`src/rtl/launch_seq_pkg.sv`:
```
// -----------------------------------------------------------------------------
// launch_seq_pkg
//   Shared definitions for the launch sequencer: FSM state encodings, default
//   timing parameters and the internal counter width.
// -----------------------------------------------------------------------------
package launch_seq_pkg;

  typedef enum logic [2:0] {
    ST_IDLE      = 3'd0,
    ST_ARMED     = 3'd1,
    ST_COUNTDOWN = 3'd2,
    ST_FIRE      = 3'd3,
    ST_LOCKOUT   = 3'd4
  } state_t;

  localparam int CNT_W = 32;

  localparam int DEF_CLK_HZ          = 50_000_000;
  localparam int DEF_DEBOUNCE_CYCLES = 50_000;
  localparam int DEF_SECOND_CYCLES   = 50_000_000;
  localparam int DEF_COUNT_SECONDS   = 3;
  localparam int DEF_LOCKOUT_CYCLES  = 50_000_000;

endpackage

```
`src/rtl/launch_sequencer_debouncer.sv`:
```
// -----------------------------------------------------------------------------
// debouncer
//   Two-flop synchronizer followed by a run-length debouncer for one
//   asynchronous switch/button level.
//
// Ports
//   clock    in   system clock, rising edge
//   resetn   in   asynchronous active-low reset
//   din      in   raw asynchronous level
//   level    out  debounced level; changes only after DEBOUNCE_CYCLES
//                 consecutive synchronized samples of the new value
//   low_seen out  sticky: set once the input has been confirmed low for a full
//                 debounce window since reset (lets the caller reject a switch
//                 that was already on when reset was released)
// -----------------------------------------------------------------------------
module debouncer
  import launch_seq_pkg::*;
#(
  parameter int DEBOUNCE_CYCLES = DEF_DEBOUNCE_CYCLES
) (
  input  logic clock,
  input  logic resetn,
  input  logic din,
  output logic level,
  output logic low_seen
);

  localparam logic [CNT_W-1:0] TARGET = CNT_W'(DEBOUNCE_CYCLES);

  logic             sync1, sync2;
  logic             fill1, fill2;
  logic             prev, prev_ok;
  logic [CNT_W-1:0] run, run_cur;
  logic             stable;

  // Length of the run of identical synchronized samples ending at the current
  // sample. The fill flags keep the reset zeros in the synchronizer from being
  // counted as a genuine low reading.
  always_comb begin
    run_cur = '0;
    if (fill2) begin
      if (prev_ok && (sync2 == prev)) begin
        run_cur = (run >= TARGET) ? run : run + 1'b1;
      end else begin
        run_cur = {{(CNT_W-1){1'b0}}, 1'b1};
      end
    end
  end

  assign stable = fill2 && (run_cur >= TARGET);

  always_ff @(posedge clock or negedge resetn) begin
    if (!resetn) begin
      sync1    <= 1'b0;
      sync2    <= 1'b0;
      fill1    <= 1'b0;
      fill2    <= 1'b0;
      prev     <= 1'b0;
      prev_ok  <= 1'b0;
      run      <= '0;
      level    <= 1'b0;
      low_seen <= 1'b0;
    end else begin
      sync1   <= din;
      sync2   <= sync1;
      fill1   <= 1'b1;
      fill2   <= fill1;
      prev    <= sync2;
      prev_ok <= fill2;
      run     <= run_cur;
      if (stable) begin
        level <= sync2;
        if (!sync2) begin
          low_seen <= 1'b1;
        end
      end
    end
  end

endmodule

```
`src/rtl/launch_sequencer.sv`:
```
// -----------------------------------------------------------------------------
// launch_sequencer
//   Arm / fire / countdown / lockout sequencer producing a single-cycle fire
//   pulse for the downstream arm PWM controller.
//
// Ports
//   clock          in   system clock, rising edge
//   resetn         in   asynchronous active-low reset
//   arm_sw         in   raw arm key switch level (synchronized + debounced)
//   fire_btn       in   raw fire pushbutton level (synchronized + debounced)
//   abort          in   raw abort request level (synchronized only)
//   enable         out  one-cycle fire pulse, high only in FIRE
//   state          out  current FSM state code
//   countdown_sec  out  remaining whole seconds during COUNTDOWN, else 0
//   busy           out  high in COUNTDOWN, FIRE and LOCKOUT
// All outputs come straight from flops.
// -----------------------------------------------------------------------------
module launch_sequencer
  import launch_seq_pkg::*;
#(
  parameter int CLK_HZ          = DEF_CLK_HZ,
  parameter int DEBOUNCE_CYCLES = DEF_DEBOUNCE_CYCLES,
  parameter int SECOND_CYCLES   = DEF_SECOND_CYCLES,
  parameter int COUNT_SECONDS   = DEF_COUNT_SECONDS,
  parameter int LOCKOUT_CYCLES  = DEF_LOCKOUT_CYCLES
) (
  input  logic       clock,
  input  logic       resetn,
  input  logic       arm_sw,
  input  logic       fire_btn,
  input  logic       abort,
  output logic       enable,
  output logic [2:0] state,
  output logic [3:0] countdown_sec,
  output logic       busy
);

  localparam logic [CNT_W-1:0] SEC_LAST = CNT_W'(SECOND_CYCLES - 1);
  localparam logic [CNT_W-1:0] CD_LAST  = CNT_W'(COUNT_SECONDS * SECOND_CYCLES - 1);
  localparam logic [CNT_W-1:0] LO_LAST  = CNT_W'(LOCKOUT_CYCLES - 1);
  localparam logic [3:0]       CD_LOAD  = 4'(COUNT_SECONDS);

  // CLK_HZ only documents the clock the timing parameters were derived from.
  logic unused_clk_hz;
  assign unused_clk_hz = (CLK_HZ > 0);

  logic arm_db, fire_db, arm_low_seen, fire_low_unused;
  logic abort_s1, abort_s2;
  logic arm_prev, fire_prev;
  logic arm_rise, fire_rise;

  state_t           st;
  logic [CNT_W-1:0] cnt;
  logic [CNT_W-1:0] sec_cnt;

  debouncer #(.DEBOUNCE_CYCLES(DEBOUNCE_CYCLES)) u_arm_db (
    .clock    (clock),
    .resetn   (resetn),
    .din      (arm_sw),
    .level    (arm_db),
    .low_seen (arm_low_seen)
  );

  debouncer #(.DEBOUNCE_CYCLES(DEBOUNCE_CYCLES)) u_fire_db (
    .clock    (clock),
    .resetn   (resetn),
    .din      (fire_btn),
    .level    (fire_db),
    .low_seen (fire_low_unused)
  );

  // Abort bypasses debouncing so it takes effect as soon as it is synchronized.
  always_ff @(posedge clock or negedge resetn) begin
    if (!resetn) begin
      abort_s1 <= 1'b0;
      abort_s2 <= 1'b0;
    end else begin
      abort_s1 <= abort;
      abort_s2 <= abort_s1;
    end
  end

  // An arm edge only counts once the switch has been seen off since reset, so a
  // key left on through reset cannot arm the system by itself.
  assign arm_rise  = arm_db && !arm_prev && arm_low_seen;
  assign fire_rise = fire_db && !fire_prev;

  assign state = st;

  always_ff @(posedge clock or negedge resetn) begin
    if (!resetn) begin
      st            <= ST_IDLE;
      enable        <= 1'b0;
      busy          <= 1'b0;
      countdown_sec <= '0;
      cnt           <= '0;
      sec_cnt       <= '0;
      arm_prev      <= 1'b0;
      fire_prev     <= 1'b0;
    end else begin
      arm_prev  <= arm_db;
      fire_prev <= fire_db;
      enable    <= 1'b0;

      case (st)
        ST_IDLE: begin
          if (arm_rise) begin
            st      <= ST_ARMED;
            cnt     <= '0;
            sec_cnt <= '0;
          end
        end

        ST_ARMED: begin
          if (!arm_db) begin
            st      <= ST_IDLE;
            cnt     <= '0;
            sec_cnt <= '0;
          end else if (fire_rise) begin
            st            <= ST_COUNTDOWN;
            busy          <= 1'b1;
            countdown_sec <= CD_LOAD;
            cnt           <= '0;
            sec_cnt       <= '0;
          end
        end

        // Abort beats arm-off, which beats the terminal count: an abort landing
        // on the last countdown cycle returns to IDLE without a fire pulse.
        ST_COUNTDOWN: begin
          if (abort_s2 || !arm_db) begin
            st            <= ST_IDLE;
            busy          <= 1'b0;
            countdown_sec <= '0;
            cnt           <= '0;
            sec_cnt       <= '0;
          end else if (cnt == CD_LAST) begin
            st            <= ST_FIRE;
            enable        <= 1'b1;
            countdown_sec <= '0;
            cnt           <= '0;
            sec_cnt       <= '0;
          end else begin
            cnt <= cnt + 1'b1;
            if (sec_cnt == SEC_LAST) begin
              sec_cnt       <= '0;
              countdown_sec <= countdown_sec - 4'd1;
            end else begin
              sec_cnt <= sec_cnt + 1'b1;
            end
          end
        end

        ST_FIRE: begin
          st      <= ST_LOCKOUT;
          cnt     <= '0;
          sec_cnt <= '0;
        end

        // Fire and abort are deliberately ignored until the actuator cycle ends.
        ST_LOCKOUT: begin
          if (cnt == LO_LAST) begin
            st      <= ST_IDLE;
            busy    <= 1'b0;
            cnt     <= '0;
            sec_cnt <= '0;
          end else begin
            cnt <= cnt + 1'b1;
          end
        end

        default: begin
          st            <= ST_IDLE;
          busy          <= 1'b0;
          countdown_sec <= '0;
          cnt           <= '0;
          sec_cnt       <= '0;
        end
      endcase
    end
  end

endmodule
```
`config.mk`:
```
export PLATFORM = sky130hd
export DESIGN_NAME = launch_sequencer
export DESIGN_NICKNAME = d
export VERILOG_FILES = /design/src/rtl/launch_seq_pkg.sv /design/src/rtl/launch_sequencer_debouncer.sv /design/src/rtl/launch_sequencer.sv
export SDC_FILE = /design/constraint.sdc
export NUM_CORES = 1
export LEC_CHECK = 0
export CAP_MARGIN = 20
export CORE_ASPECT_RATIO = 1.25
export CORE_UTILIZATION = 63
export DETAILED_ROUTE_END_ITERATION = 8
export PLACE_DENSITY_LB_ADDON = 0.1
export RECOVER_POWER = 25
export SLEW_MARGIN = 10
export SYNTH_ARGS = -nofsm -noshare
export SYNTH_HDL_FRONTEND = slang
export SYNTH_HIERARCHICAL = 1
export SYNTH_SLANG_ARGS = --single-unit
```
`constraint.sdc`:
```
create_clock -name clock -period 3.7 [get_ports clock]
set_input_delay 0.555 -clock clock [delete_from_list [all_inputs] [get_ports clock]]
set_output_delay 0.555 -clock clock [all_outputs]
set_load 0.05 [all_outputs]
```
* Word level (Yosys, flattened, before mapping)
Index checks and enable logic that the tools add are counted.
** Word-level totals
- Flip-flop bits (word level) :: 153
- Output and inout bits :: 9
** Operators by class
- Add/sub/neg operators :: 5
- Order comparisons :: 4
- Equal/unequal tests :: 17
- Mux-type cells :: 39
- Bitwise operators :: 3
- Reductions and logical operators :: 20
** Operators with widths (number)
- 32-bit two-way mux :: 16
- 32-bit one-hot mux with 4 select lines :: 2
- 32-bit by 1-bit adder with 32-bit output, second input constant :: 4
- 32-bit by 16-bit >= comparator with 1-bit output, second input constant :: 4
- 32-bit by 26-bit equality test with 1-bit output, second input constant :: 2
- 32-bit by 28-bit equality test with 1-bit output, second input constant :: 1
- 4-bit two-way mux :: 5
- 3-bit two-way mux :: 6
- 3-bit one-hot mux with 5 select lines :: 1
- 4-bit one-hot mux with 3 select lines :: 1
- 2-bit != test, second input constant :: 4
- 4-bit AND reduction :: 2
- 1-bit logical AND :: 7
- 1-bit two-way mux :: 7
- 3-bit by 2-bit equality test with 1-bit output, second input constant :: 2
- 3-bit != test, second input constant :: 2
- 5-bit AND reduction :: 1
- 4-bit != test, second input constant :: 1
- 1-bit one-hot mux with 4 select lines :: 1
- 2-bit AND reduction :: 2
- 4-bit by 1-bit subtractor with 4-bit output, second input constant :: 1
- 3-bit by 1-bit equality test with 1-bit output, second input constant :: 1
- 3-bit equality test, second input constant :: 1
- 1-bit logical NOT :: 3
- 8 further kinds :: 11

* Longest topological paths before layout
Gate-level depths: netlist of run 1.
- Depth in word-level cells :: 7
- Depth in mapped cells :: 10

* Modules after synthesis
The synthesis of run 1 kept the hierarchy.
** Modules (own cells, without submodules)
- launch_sequencer :: times used 1, cells an instance 469, area an instance 4214.0 µm², sequential area each 1926.8 µm²
- debouncer :: times used 2, cells an instance 174, area an instance 1891.8 µm², sequential area each 1001.0 µm²

* Least setup slack after synthesis of run 1
No wires, ideal clock.
- Path kind :: flip-flop to flip-flop
- Start point :: reg u_arm_db.run[12]
- End point :: reg u_arm_db.level
- Data arrival time :: 2.666 ns
- Slack :: 0.908 ns
- Cell stages (with the launch flop) :: 9
- Path buffers :: 0
- Period minus slack after synthesis :: 2.792 ns
- Path through :: dfrtp_1 or4_4 nor2b_4 nor4_1 mux2i_2 o211ai_2 a2111oi_4 o32ai_1 a311o_1
** On the way
- Word-level cells in the longest chain between the ends :: 6
- Elaborated cells between the ends (all ways) :: 7
- Those cells by class :: add/sub (1); order compare (2); mux (3); reduce/logical (1)
** Ends and longest elaborated chain
- start, declared :: RTL line launch_sequencer_debouncer.sv:33 : logic [CNT_W-1:0] run, run_cur;
- start signal, assigned :: RTL line launch_sequencer_debouncer.sv:70 : run <= run_cur;
- 32-bit by 16-bit >= comparator with 1-bit output :: RTL line launch_sequencer_debouncer.sv:43 : run_cur = (run >= TARGET) ? run : run + 1'b1;
- 32-bit two-way mux :: RTL line launch_sequencer_debouncer.sv:43
- 32-bit two-way mux :: RTL line launch_sequencer_debouncer.sv:42 : if (prev_ok && (sync2 == prev)) begin
- 32-bit two-way mux :: RTL line launch_sequencer_debouncer.sv:41 : if (fill2) begin
- net u_arm_db.run_cur[6] :: RTL line launch_sequencer_debouncer.sv:33
- 32-bit by 16-bit >= comparator with 1-bit output :: RTL line launch_sequencer_debouncer.sv:50 : assign stable = fill2 && (run_cur >= TARGET);
- 1-bit logical AND :: RTL line launch_sequencer_debouncer.sv:50
- end signal, assigned :: RTL line launch_sequencer_debouncer.sv:72 : level <= sync2;
- end, declared :: RTL line launch_sequencer_debouncer.sv:24 : output logic level,
The timed path passes the listed nets, and every way through them passes these cells.
A chain may end at the register's enable or synchronous reset.

* Final worst setup path of run 1
- Start point :: reg u_arm_db.run[10]
- End point :: reg u_arm_db.level
** On the way
- Word-level cells in the longest chain between the ends :: 6
- Elaborated cells between the ends (all ways) :: 7
- Those cells by class :: add/sub (1); order compare (2); mux (3); reduce/logical (1)
** Ends and longest elaborated chain (RTL line)
- 32-bit by 1-bit adder with 32-bit output or 32-bit by 16-bit >= comparator with 1-bit output (tied branches) :: launch_sequencer_debouncer.sv:43
- 32-bit two-way mux * :: launch_sequencer_debouncer.sv:43
- 32-bit two-way mux * :: launch_sequencer_debouncer.sv:42
- 32-bit two-way mux * :: launch_sequencer_debouncer.sv:41
- net u_arm_db.run_cur[10] :: launch_sequencer_debouncer.sv:33
- 32-bit by 16-bit >= comparator with 1-bit output * :: launch_sequencer_debouncer.sv:50
- 1-bit logical AND * :: launch_sequencer_debouncer.sv:50
Mark *: on every way through the listed nets, which the timed path passes. The rest lies on a longest branch.

==> results of run 1 <==
-- layout by cell type, fill, tap and decap left out, types with 7 or more instances in the layout --
master and count:
and2_1 39, mux2i_1 8, ha_1 7, xnor2_1 22, nor4_1 29, or3_1 22, nand3_1 50, and3_1 15
a21o_1 11, nor2_1 72, dfrtp_1 156, a22o_1 7, clkbuf_16 17, a21oi_1 28, a31oi_1 29, nand2_1 62
buf_4 9, xor2_1 19, inv_1 32, o21ai_0 34, nand2b_1 8, and4_1 10, nand4_1 31, clkdlybuf4s50_1 9
nor3_1 21
-- per-layer routing --
| layer | vias up | part of all wire |
|---|---|---|
| met5 | - | 0 |
| met1 | 3097 | 0.43 |
| met4 | 0 | 0.018 |
| li1 | 2989 | - |
| met3 | 29 | 0.037 |
| met2 | 163 | 0.51 |
-- state kept, by name (all words and copies together) (netlist names), 3 cells and up --
register       cells
countdown_sec      4
u_arm_db/run      32
u_fire_db/run     32
sec_cnt           32
cnt               32
state              3
-- worst max path at each step --
stage / from / endpoint / slack (ns) / cells after the start
after floorplan: u_arm_db/run[12]$_DFF_PN0_ / u_arm_db/level$_DFFE_PN0P_ / 0.91 / 8
after global placement: u_arm_db/run[12]$_DFF_PN0_ / u_arm_db/level$_DFFE_PN0P_ / 0.58 / 8
after detailed placement: u_arm_db/run[12]$_DFF_PN0_ / u_arm_db/level$_DFFE_PN0P_ / 0.44 / 8
after CTS: u_arm_db/run[13]$_DFF_PN0_ / u_arm_db/level$_DFFE_PN0P_ / 0.42 / 8
after global routing: u_arm_db/run[21]$_DFF_PN0_ / u_arm_db/level$_DFFE_PN0P_ / 0.20 / 8
final: u_arm_db/run[10]$_DFF_PN0_ / u_arm_db/level$_DFFE_PN0P_ / 0.37 / 8
-- worst max-delay path: cells and delay by family (launching register included) --
family / cells / cell delay, ns
AOI/OAI and AO/OA: 4 / 0.95
DFF: 1 / 0.43
and+or+nand+nor: 4 / 1.87
-- power by group through the flow --
stage	registers (mW)	clock network [mW]	logic, mW
finish	1.72	1.66	0.0660
global route	1.72	1.75	0.0774
CTS	1.72	1.69	0.0693
detailed placement	1.75	0	0.0688
global placement	1.75	0	0.0669
floorplan	1.75	0	0.0227
-- metrics by stage --
stage | cells | util | area [sq um] | hold WS, ns | total power, mW
finish | 1004 | 0.721 | 8800 | 0.352 | 3.45
global route | 1004 | 0.721 | 8800 | 0.358 | 3.55
CTS | 1003 | 0.720 | 8790 | 0.184 | 3.48
detailed placement | 971 | 0.674 | 8230 | 0.336 | 1.82
global placement | 971 | 0.674 | 8230 | 0.332 | 1.82
floorplan | 812 | - | 7950 | 0.259 | 1.78
-- cell type report --
cell class	count	area (sq um)	share of cell area
flip-flops and latches	156	3900	0.443
clock inverters	10	91.3	0.0104
well taps	164	205	0.0233
inverters	32	120	0.0136
clock buffers	22	474	0.0539
repair buffers	24	228	0.0259
multi-input cells	596	3780	0.430
==> results.toml, run 1 <==
[logic_synthesis]
ys_warn_count = 6
syn_area_sq_um = 7950
syn_avg_cell_area_sq_um = 9.79
synthCells = 812
syn-num-nets = 824

[sta]
rsz0062_at_grt = "false"
min_period_over_period = 0.899
tns_ns = 0
slew_headroom = -0.284
slew_violations = 76
hold_viol_final = 0
clock_skew_ns = 0.00937
layout_min_cycle_time_ns = 3.33
finalSetupViolCount = 0
tightest_slew_ns = 1.93
fmax_mhz = 300
timing.final.ws_setup_ns = 0.372

[grt]
grt_start_max_net_pins = 77
grt_first_pass_wirelength_um = 29000
antenna_found_initial = 0
met2_usage = 0.480
grtUsageTotal = 0.286
grt_pass1_vias = 6192
use_met3 = 0.0558
grt_busiest_layer = "met2"
grt-ovfl-total = 0
grtUsageMet1 = 0.366

[drt]
via_per_inst = 6.25
drt_wl_total_um = 17100
vias = 6278
routedWlPerCell_um = 17.1
ant_nets = 0
first_pass_iters = 5
drc_errors = 0
drtIter0Drc = 370

[cts]
cts_tree = "built"
ctsHoldBuffers = 0
cts-root-buf = "clkbuf_16"
h-tree-depth = 4
clock_sinks = 156
ctsResizeCount = 0
cts_setup_buffers = 0
clkSlewWorstSetupHoldPaths_ns = 0.06
clock_latency_ns = 0.42
clockBufferDepth = 2
cts-buffers-inserted = 17

[worst_hold_path]
whs_path_depth = 0
holdPathEnd = "u_fire_db/sync2$_DFF_PN0_"
worst_hold_path_type = "reg2reg"
hold_start = "u_fire_db/sync1$_DFF_PN0_"

[final_layout]
antennaDiodeCount = 0
fin_nets = 839
drive_above_1_share = 0.0833
fillers = 908
areaGrowthSynthToFinish_pct = 10.8

[floorplan]
dieWidth_um = 102
initial_utilization = 0.651
dieArea_sq_um = 13100
core_sq_um = 12200
ioPinCount = 14
die_h_um = 128
num_rows = 45

[critical_path]
regToRegSetupSlack_ns = 0.37
r2r_end = "u_arm_db/level$_DFFE_PN0P_"
r2r_cells = 8
cp.required_ns = 4.06
crit_arrival_ns = 3.69
r2r-start = "u_arm_db/run[10]$_DFF_PN0_"
crit_path_end_kind = "flop"
max_stage_delay_ns = 0.69
worstPathMaxFanout = 13
cpMaxStageDelayCell = "nor3_2"
critPathLaunchType = "flop"
worstPathCellList = "or4_4 -> nor2b_4 -> nor3_2 -> a31oi_1 -> a41o_1 -> or4_1 -> o32ai_1 -> a311o_1"
critical_path_class = "reg2reg"

[power]
vdd_drop_max_mv = 0.292
switching_share = 0.216
p_int_mw = 2.71
clkPwrFrac = 0.482
power.density_nw_per_um2 = 392
p_seq_frac = 0.499
pwr-share-comb = 0.019
p_leak_nw = 3.71
p_switching_mw = 0.747

[run]
cap_violations = 1

[outcome]
status = "finished with violations"
violations = "capacitance limit, slew limit"

[placement]
dpl_worst_slack_ns = 0.442
gp_congestion = 0.826
port_buffers = 13
dp_hpwl_um = 11500
(Power assumes the default switching activity.)
==> run 2: changes to the inputs <==
CORE_UTILIZATION = 56   (was 63)
SLEW_MARGIN = 15   (was 10)
==> run 2 against run 1 <==
Compared with the run above: largest power group is now the clock network; utilization fell by 8.1 points; register-to-register slack worse by 0.08 ns; the run still ends with capacitance limit, slew limit left; first-iteration DRC count is 32% higher.
==> results.toml, run 2 (synthesis results as in run 1) <==
[power]
power.density_nw_per_um2 = 406
p_leak_nw = 3.72
vdd_drop_max_mv = 0.385

[grt]
grt_pass1_vias = 6110
grt_first_pass_wirelength_um = 28300
grt_start_max_net_pins = 88
grtUsageTotal = 0.246
antenna_found_initial = 0
grt-ovfl-total = 0

[floorplan]
core_sq_um = 13800
initial_utilization = 0.575
ioPinCount = 14
dieWidth_um = 109
num_rows = 48
die_h_um = 135
dieArea_sq_um = 14700

[critical_path]
crit_family = "simple AND/OR/NAND/NOR gates"
path_depth = 8
critPathLaunchType = "flop"
path_buf_inv = 0
worstPathCellList = "nor4_1 -> nand4_1 -> nor3_2 -> nand4_1 -> mux2i_1 -> or4_1 -> o32ai_1 -> a311o_1"
cpMaxStageDelayCell = "nor3_2"
critical_path_class = "reg2reg"
cp.required_ns = 4.06
crit_arrival_ns = 3.77
crit_path_frequent_cell = "nand4_1"
regToRegSetupSlack_ns = 0.29
max_stage_delay_ns = 0.77
crit_path_end_kind = "flop"
worstPathMaxFanout = 13
r2r_cells = 8

[cts]
cts_tree = "built"
cts_setup_buffers = 0
clock_sinks = 156
ctsResizeCount = 0
cts-root-buf = "clkbuf_16"
h-tree-depth = 4
clkSlewWorstSetupHoldPaths_ns = 0.06
cts-buffers-inserted = 17
clockBufferDepth = 2
clock_latency_ns = 0.42
ctsHoldBuffers = 0

[sta]
hold_viol_final = 0
slew_violations = 88
slew_headroom = -0.436
tightest_slew_ns = 2.15
layout_min_cycle_time_ns = 3.41
finalSetupViolCount = 0
fmax_mhz = 293
rsz0062_at_grt = "false"
min_period_over_period = 0.922
tns_ns = 0
clock_skew_ns = 0.0104
holdWs_ns = 0.349

[final_layout]
layout_commonest_cell = "dfrtp_1"
final_area_sq_um = 8830
drive_above_1_share = 0.0800
antennaDiodeCount = 0
fillers = 1136
utilization = 0.639
final_cell_mix = "dfrtp_1 (156), nor2_1 (72), nand2_1 (62)"
fin_cells = 1012
fin_nets = 838
areaGrowthSynthToFinish_pct = 11.1

[drt]
routedWlPerCell_um = 16.7
first_pass_iters = 5
via_per_inst = 6.17
drt_wl_total_um = 16900
vias = 6248
ant_nets = 0
drc_errors = 0
drtIter0Drc = 488

[placement]
dp_hpwl_um = 11600
placed_cells = 982
port_buffers = 13
gp_congestion = 0.854
postPlaceCellArea_sq_um = 8230

[worst_hold_path]
whs_path_depth = 0
worst_hold_path_type = "reg2reg"

[outcome]
violations = "capacitance limit, slew limit"
status = "finished with violations"

[run]
cap_violations = 1
-- run 2: final cells by class --
| class | count | area, sq um | share of cell area |
|---|---|---|---|
| Timing Repair Buffer | 23 | 200 | 0.0227 |
| Multi-Input combinational cell | 596 | 3780 | 0.428 |
| Tap cell | 175 | 219 | 0.0248 |
| Inverter | 32 | 120 | 0.0136 |
| Clock buffer | 19 | 433 | 0.0490 |
| Sequential cell | 156 | 3900 | 0.442 |
| Clock inverter | 11 | 171 | 0.0194 |
-- run 2: worst paths after layout --
kind | from | endpoint
hold / removal | u_arm_db/sync1$_DFF_PN0_ | u_arm_db/sync2$_DFF_PN0_
hold reg to reg | u_arm_db/sync1$_DFF_PN0_ | u_arm_db/sync2$_DFF_PN0_
setup / recovery | u_arm_db/run[28]$_DFF_PN0_ | u_arm_db/level$_DFFE_PN0P_
max in group asynchronous | resetn | cnt[8]$_DFFE_PN0P_
setup reg to reg | u_arm_db/run[28]$_DFF_PN0_ | u_arm_db/level$_DFFE_PN0P_
min in group asynchronous | resetn | u_arm_db/run[3]$_DFF_PN0_
-- run 2: report_power, final --
| group | internal [mW] | switching (mW) |
|---|---|---|
| Sequential | 1.72 | 0.00743 |
| Clock | 1.12 | 0.671 |
| Combinational | 0.0130 | 0.0520 |
-- run 2: metal layers --
metal | vias to the layer above | wire length [um] | track usage
met5 | - | 0 | 0
met4 | 0 | 365 | 0.0968
met3 | 41 | 679 | 0.0510
met2 | 148 | 8510 | 0.421
li1 | 2999 | - | -
met1 | 3060 | 7320 | 0.302
-- run 2: per-stage QoR --
step | total power, mW | setup slack (ns)
after floorplan | 1.78 | 0.908
after global placement | 1.82 | 0.565
after detailed placement | 1.82 | 0.385
after CTS | 3.63 | 0.269
after global routing | 3.70 | 0.00723
final | 3.58 | 0.287
